**src/rtl/reg_write_arbiter.sv**
```systemverilog
// Round-robin arbiter that gives two req/ack writers turns on a shared ff register bank.
// A grant takes IDLE->GRANT->WRITE->ACK (4 cycles). Losing or late requests wait in IDLE. All outputs are registered.
module reg_write_arbiter #(
  parameter int WIDTH = 2,
  parameter int CNT_W = 8
) (
  input  logic             clk,
  input  logic             rst_n,
  input  logic             req1,
  input  logic [WIDTH-1:0] d1,
  input  logic             req2,
  input  logic [WIDTH-1:0] d2,
  output logic             ack1,
  output logic             ack2,
  output logic             reg_en,
  output logic [WIDTH-1:0] reg_d,
  output logic             owner,
  output logic             busy,
  output logic [CNT_W-1:0] wr_cnt
);

  typedef enum logic [1:0] {IDLE, GRANT, WRITE, ACK} state_t;

  state_t           state_q, state_d;
  logic [WIDTH-1:0] hold_q, hold_d;
  logic [WIDTH-1:0] reg_d_q, reg_d_d;
  logic [CNT_W-1:0] cnt_q, cnt_d;
  logic             owner_q, owner_d;
  logic             last_q, last_d;
  logic             ack1_q, ack1_d;
  logic             ack2_q, ack2_d;
  logic             reg_en_q, reg_en_d;
  logic             busy_q, busy_d;
  logic             pick2;

  always_ff @(posedge clk or negedge rst_n) begin
    if (!rst_n) begin
      state_q  <= IDLE;
      hold_q   <= '0;
      reg_d_q  <= '0;
      cnt_q    <= '0;
      owner_q  <= 1'b0;
      last_q   <= 1'b1;
      ack1_q   <= 1'b0;
      ack2_q   <= 1'b0;
      reg_en_q <= 1'b0;
      busy_q   <= 1'b0;
    end else begin
      state_q  <= state_d;
      hold_q   <= hold_d;
      reg_d_q  <= reg_d_d;
      cnt_q    <= cnt_d;
      owner_q  <= owner_d;
      last_q   <= last_d;
      ack1_q   <= ack1_d;
      ack2_q   <= ack2_d;
      reg_en_q <= reg_en_d;
      busy_q   <= busy_d;
    end
  end

  always_comb begin
    state_d = state_q;
    hold_d  = hold_q;
    reg_d_d = reg_d_q;
    cnt_d   = cnt_q;
    owner_d = owner_q;
    last_d  = last_q;
    // On a tie, requester 2 wins only if requester 1 was served last.
    pick2   = req2 & (~req1 | ~last_q);

    case (state_q)
      IDLE: begin
        if (req1 || req2) begin
          owner_d = pick2;
          hold_d  = pick2 ? d2 : d1;
          state_d = GRANT;
        end
      end
      GRANT: begin
        reg_d_d = hold_q;
        state_d = WRITE;
      end
      WRITE: begin
        cnt_d   = cnt_q + CNT_W'(1);
        last_d  = owner_q;
        state_d = ACK;
      end
      ACK:     state_d = IDLE;
      default: state_d = IDLE;
    endcase

    // Outputs are computed from the next state so they line up with the state register.
    ack1_d   = (state_d == ACK) && !owner_d;
    ack2_d   = (state_d == ACK) && owner_d;
    reg_en_d = (state_d == WRITE);
    busy_d   = (state_d != IDLE);
  end

  assign ack1   = ack1_q;
  assign ack2   = ack2_q;
  assign reg_en = reg_en_q;
  assign reg_d  = reg_d_q;
  assign owner  = owner_q;
  assign busy   = busy_q;
  assign wr_cnt = cnt_q;

endmodule

```
**config.mk**
```make
export PLATFORM = sky130hd
export DESIGN_NAME = reg_write_arbiter
export DESIGN_NICKNAME = d
export VERILOG_FILES = /design/src/rtl/reg_write_arbiter.sv
export SDC_FILE = /design/constraint.sdc
export NUM_CORES = 1
export LEC_CHECK = 0
export BUFFER_PORTS_ARGS = -buffer_cell sky130_fd_sc_hd__buf_2
export CAP_MARGIN = 20
export CELL_PAD_IN_SITES_DETAIL_PLACEMENT = 1
export CELL_PAD_IN_SITES_GLOBAL_PLACEMENT = 2
export CORE_ASPECT_RATIO = 1.1
export CORE_UTILIZATION = 33
export CTS_CLUSTER_DIAMETER = 120
export CTS_CLUSTER_SIZE = 24
export DETAILED_ROUTE_END_ITERATION = 6
export PLACE_DENSITY = 0.76
export REMOVE_ABC_BUFFERS = 1
export SLEW_MARGIN = 20
export SYNTH_ARGS = -nofsm -noshare
export SYNTH_HDL_FRONTEND = slang
export SYNTH_SLANG_ARGS = --single-unit
```
**constraint.sdc**
```tcl
create_clock -name clk -period 1.4 [get_ports clk]
set_input_delay 0.07 -clock clk [delete_from_list [all_inputs] [get_ports clk]]
set_output_delay 0.07 -clock clk [all_outputs]
set_load 0.01 [all_outputs]
```
==> results.toml, run 1 <==
[outcome]
status = "complete, no violations"

[global_routing]
grt_pass1_vias = 604
antenna_found_initial = 0
use_met3_pct = 2.46
grt_overflow = 0
use_met2_pct = 22.0
grt_max_degree = 21
grtUsageTotal_pct = 11.9
grt_pass1_wl_mm = 2.55
met1_usage_pct = 13.9
gr-max-usage-layer = "met2"

[logic_synthesis]
synth_edf_count = 0
ys.flop_type = "dfrtp_1"
netlist_instances = 67
synth.largest_area_cell = "dfrtp_1"
ys_seq_area_share_pct = 57.5
ys_warn_count = 0
syn_area_sq_um = 872
netlist.area_leader.share_pct = 54.5
synth.most_common_cell = "dfrtp_1"
ys_top_cells_by_area = "dfrtp_1 55%, ha_1 8.6%, mux2_2 5.2%, xnor2_1 4.0%, dfstp_2 3.0%"
synth_area_per_cell_sq_um = 13.0
synthDistinctLibCells = 22
synthArstFlopShare_pct = 100
synth_top_cells_by_count = "19 x dfrtp_1, 6 x ha_1, 5 x nor2_1"
ys_seq_elements = 20

[setup_path]
path_class = "reg -> reg"
cp-end-kind = "register"
startpoint_type = "register"
cp.required_ns = 1.62
worstPathArrival_ns = 1.56
crit_path_max_fanout = 5

[pwr]
power_density_mw_per_mm2 = 2180
ir_drop_uv = 1030
leakage_nw = 0.525

[floorplan]
die_y_um = 55.9
row_count = 19
initial_utilization_pct = 34.9
io_pins = 23
core_sq_mm = 0.00250
dieWidth_um = 51.0
die-area_sq_mm = 0.00285

[sta]
final_max_slew_viol_count = 0
worstMarginPinSlew_ns = 0.442
rsz0062_at_grt = "true"
finClkSkew_ns = 0.00544
relSlewSlack_pct = 70.5
setup_ws_ns = 0.0595
min_period_ns = 1.34
max_freq_ghz = 0.746
finalCritPeriodShare_pct = 95.7
hold_viol_final = 0
setup_viol = 0

[drt]
drc = 0
vias_per_cell = 4.72
drt_iter0_drc = 2
dr.pass1.iters = 3
wl_mm = 1.53
vias = 595
avgRoutedWirePerCell_um = 12.1
ant_nets = 0

[placed_design]
place_area_sq_mm = 0.00102
gp_congestion = 0.679
place_ws_ns = 0.0169
io_buffers = 22
dp_hpwl_mm = 1.23

[clocking]
insertion_delay_ns = 0.29
cts.sinks = 20
cts-buffers-inserted = 3
clk_pin_slew_worst_paths_ns = 0.11
cts_setup_buffers = 0
cts-root-buf = "clkbuf_4"
clockBufferDepth = 2
cts_tree = "yes"
htree_num_levels = 1

[final_layout]
drive_above_1_share_pct = 41.1
area_delta_synth_final_pct = 22.8
antenna_cells = 0
nets = 110
stdcell_area_sq_mm = 0.00107

[run]
cap_violations = 0

[min_path]
hp-class = "in -> reg"
## worst paths after layout
kind | start | to | slack (ns) | depth (start not counted)
min in group asynchronous | rst_n | wr_cnt[4]$_DFFE_PN0P_ | 0.24 | 2
min | d1[1] | hold_q[1]$_DFFE_PN0P_ | 0.07 | 3
max reg2reg | state_q[0]$_DFF_PN0_ | wr_cnt[7]$_DFFE_PN0P_ | 0.06 | 5
max | state_q[0]$_DFF_PN0_ | wr_cnt[7]$_DFFE_PN0P_ | 0.06 | 5
max in group asynchronous | rst_n | last_q$_DFFE_PN1P_ | 0.81 | 2
min reg2reg | wr_cnt[7]$_DFFE_PN0P_ | wr_cnt[7]$_DFFE_PN0P_ | 0.48 | 1
## sequential cells by signal, summed over array words and instances, names as in the netlist
signal / count
hold_q: 2
owner: 1
last_q: 1
reg_d: 2
reg_en: 1
state_q: 2
wr_cnt: 8
ack2: 1
ack1: 1
busy: 1
## cell type report
cell class / count / area (sq um)
Tap cell: 31 / 38.8
Clock buffer: 4 / 26.3
Inverter: 4 / 15.0
Fill cell: 302 / 1430
Multi-Input combinational cell: 42 / 354
Timing Repair Buffer: 25 / 135
Sequential cell: 20 / 502
## cells in the final DEF (no fill, tap or decap)
cell type | synthesis | final
o21a_1 | 1 | 1
and3_1 | 1 | 1
clkbuf_4 | 0 | 3
buf_4 | 0 | 2
nor3_1 | 1 | 1
dfstp_2 | 1 | 1
a22oi_2 | 0 | 1
and2_1 | 1 | 1
a21boi_2 | 1 | 1
nand4_4 | 1 | 1
mux2_2 | 4 | 4
ha_1 | 6 | 4
nor2_1 | 5 | 5
ha_2 | 0 | 2
nor3_2 | 1 | 1
inv_1 | 4 | 4
clkbuf_1 | 0 | 1
dfrtp_1 | 19 | 19
xnor2_1 | 4 | 4
mux2i_1 | 2 | 2
xor2_1 | 3 | 3
or2_2 | 1 | 1
buf_2 | 0 | 22
nand2_1 | 4 | 4
a21oi_1 | 3 | 3
nand4_1 | 2 | 2
dlygate4sd3_1 | 0 | 1
## cell families (layout without fill, tap and decap cells)
kind of cell    after synthesis  count (layout)  share of synthesized area (%)
flops                        20              20                           57.5
compound gates                6               6                           4.73
fa+ha+maj                     6               6                           8.61
xor+xnor                      7               7                           7.03
mux                           6               6                           7.46
simple gates                 17              17                           11.6
buf+inv                       5              33                           3.01
## report_power, final
group	leakage (nW)	total, W	internal (W)	switching (W)
Combinational	0.268	0.000984	0.000493	0.000491
Sequential	0.242	0.00107	0.000853	0.000221
Clock	0.0150	0.000280	0.000111	0.000169
Total	0.525	0.00234	0.00146	0.000881
## layer usage
metal / routed length (um) / vias up
li1: - / 283
met1: 616 / 295
met2: 840 / 17
met3: 73 / 0
met4: 0 / 0
met5: 0 / -
## through the flow
stage	std cells	power [W]	setup TNS [ns]	util (%)	hold WS [ns]
after floorplan	66	0.00166	0	-	-0.226
after global placement	121	0.00204	0	41.1	0.0406
after detailed placement	121	0.00208	0	41.1	0.0420
after CTS	126	0.00237	0	42.6	0.0695
after global routing	126	0.00254	-0.0102	42.9	0.0733
final	126	0.00234	0	42.9	0.0688
## worst max-delay path, stage by stage (launching register included)
cell,delay [ns]
dfrtp_1,0.40
inv_1,0.11
ha_2,0.26
nand4_4,0.14
nor3_2,0.21
xor2_1,0.15
## what timing repair did
item / 4_1_cts / 5_1_grt
setup endpoints to repair: 1 / 4
endpoints found under the hold margin: 19 / 0
resized for setup: 1 / 2
hold buffers: 1 / 0
Power figures use the tool's default switching activity.
==> inputs of run 2 (changes only) <==
Settings changed: PLACE_DENSITY 0.76 to 0.77.
==> results.toml, run 2 (synthesized netlist as in run 1, its figures left out) <==
[outcome]
status = "complete, no violations"

[min_path]
hp-class = "in -> reg"
min_to = "hold_q[1]$_DFFE_PN0P_"
hp-start = "d2[1]"
hold-path-cell-count = 3

[sta]
final_max_slew_viol_count = 0
finalCritPeriodShare_pct = 90.1
min_period_ns = 1.26
max_freq_ghz = 0.793
setup_viol = 0
finClkSkew_ns = 0.00123
hold_viol_final = 0
worstMarginPinSlew_ns = 0.426
tns_ns = 0
rsz0062_at_grt = "false"
relSlewSlack_pct = 71.6
setup_ws_ns = 0.138
fin_hold_ws_ns = 0.0782

[global_routing]
grt_pass1_wl_mm = 2.58
grtUsageTotal_pct = 12.2
grt_pass1_vias = 593
grt_max_degree = 21
grt_overflow = 0
antenna_found_initial = 0

[floorplan]
initial_utilization_pct = 34.9
row_count = 19
core_sq_mm = 0.00250
dieWidth_um = 51.0
die_y_um = 55.9
die-area_sq_mm = 0.00285
io_pins = 23

[drt]
drc = 0
ant_nets = 0
dr.pass1.iters = 2
vias = 591
avgRoutedWirePerCell_um = 11.5
vias_per_cell = 4.69
drt_iter0_drc = 2
wl_mm = 1.45

[setup_path]
startpoint_type = "register"
crit_buf_inv = 1
cp-end-kind = "register"
critPathTopFamily = "flip-flops"
cp_slowest_cell = "dfrtp_1"
worstPathArrival_ns = 1.49
crit_path_max_fanout = 5
r2r_end = "wr_cnt[7]$_DFFE_PN0P_"
cp.required_ns = 1.63
reg2reg_depth = 5
crit_chain = "inv_2, ha_4, nand4_4, nor3_2, xor2_1"
slowest_delay_ns = 0.40
path_class = "reg -> reg"
r2r_slack_ns = 0.14
r2r-start = "state_q[0]$_DFF_PN0_"

[clocking]
clk_pin_slew_worst_paths_ns = 0.10
htree_num_levels = 1
cts_setup_buffers = 0
insertion_delay_ns = 0.29
cts_tree = "yes"
cts-buffers-inserted = 3
cts.sinks = 20
cts-root-buf = "clkbuf_4"
clockBufferDepth = 2

[pwr]
ir_drop_uv = 1030
intPower_w = 0.00149
power_density_mw_per_mm2 = 2190
p_clk_share_pct = 11.5
leakage_nw = 0.528
swShare_pct = 37.4
power_frac_seq_pct = 45.2
p_comb_share_pct = 43.3
switching_power_w = 0.000894

[final_layout]
largest_register_ffs = 8
nets = 110
stdcell_area_sq_mm = 0.00109
antenna_cells = 0
mostFrequentLayoutCell = "buf_2"
final_cell_mix = "22 x buf_2, 19 x dfrtp_1, 5 x nor2_1"
n_fill_cell = 285
area_delta_synth_final_pct = 25.1
drive_above_1_share_pct = 42.1

[placed_design]
dp_hpwl_mm = 1.14
io_buffers = 22
place_area_sq_mm = 0.00102
place_ws_ns = 0.0168
gp_congestion = 0.694

[run]
cap_violations = 0
run 2: cell types whose count changed in the layout (fill, tap and decap cells not counted):
cell / previous run / this run
ha_2: 2 / 0
ha_4: 0 / 2
inv_1: 4 / 3
inv_2: 0 / 1
run 2: worst register-to-register path, stage by stage, from the launching register on:
cell     delay (ns)
dfrtp_1        0.40
inv_2          0.12
ha_4           0.19
nand4_4        0.12
nor3_2         0.21
xor2_1         0.15
run 2: worst max-delay path by stage:
stage	from	to	slack, ns	cells past startpoint
2_1_floorplan	state_q[0]$_DFF_PN0_	wr_cnt[7]$_DFFE_PN0P_	0.02	5
3_3_place_gp	state_q[0]$_DFF_PN0_	wr_cnt[7]$_DFFE_PN0P_	0.09	5
3_5_place_dp	state_q[0]$_DFF_PN0_	wr_cnt[7]$_DFFE_PN0P_	0.02	5
4_1_cts	state_q[1]$_DFF_PN0_	ack1$_DFF_PN0_	0.02	5
5_1_grt	state_q[1]$_DFF_PN0_	ack1$_DFF_PN0_	0.03	5
6_report	state_q[0]$_DFF_PN0_	wr_cnt[7]$_DFFE_PN0P_	0.14	5
run 2: what timing repair did:
item / CTS / global route
hold endpoints to repair: 19 / 0
setup endpoints to repair: 1 / 4
hold buffers: 1 / 0
resized for setup: 1 / 5
run 2: routing by layer:
layer,up-vias,GRT usage [%],wire [um]
met2,21,19.0,706
met4,0,4.76,21
met5,-,0,0
met1,287,15.7,633
met3,2,3.55,86
li1,281,-,-
run 2: per-stage QoR:
step / utilization, % / power, W / std cells
final: 43.7 / 0.00239 / 126
after global routing: 43.7 / 0.00260 / 126
after CTS: 42.6 / 0.00236 / 126
after detailed placement: 41.1 / 0.00206 / 121
after global placement: 41.1 / 0.00203 / 121
after floorplan: - / 0.00166 / 66
run 2: final cells by class:
type	instances	area, sq um	share of cell area [%]
clock buffers	4	26.3	2.41
repair buffers	25	135	12.4
flip-flops and latches	20	502	46.0
inverters	4	15.0	1.38
well taps	31	38.8	3.56
multi-input cells	42	374	34.3
run 2: power groups by stage:
stage          Sequential (W)  Clock [W]  Combinational (W)
6_report              0.00108   0.000275            0.00104
3_3_place_gp          0.00108          0           0.000944
5_1_grt               0.00112   0.000315            0.00117
4_1_cts               0.00108   0.000295           0.000986
3_5_place_dp          0.00109          0           0.000974
2_1_floorplan         0.00115          0           0.000515
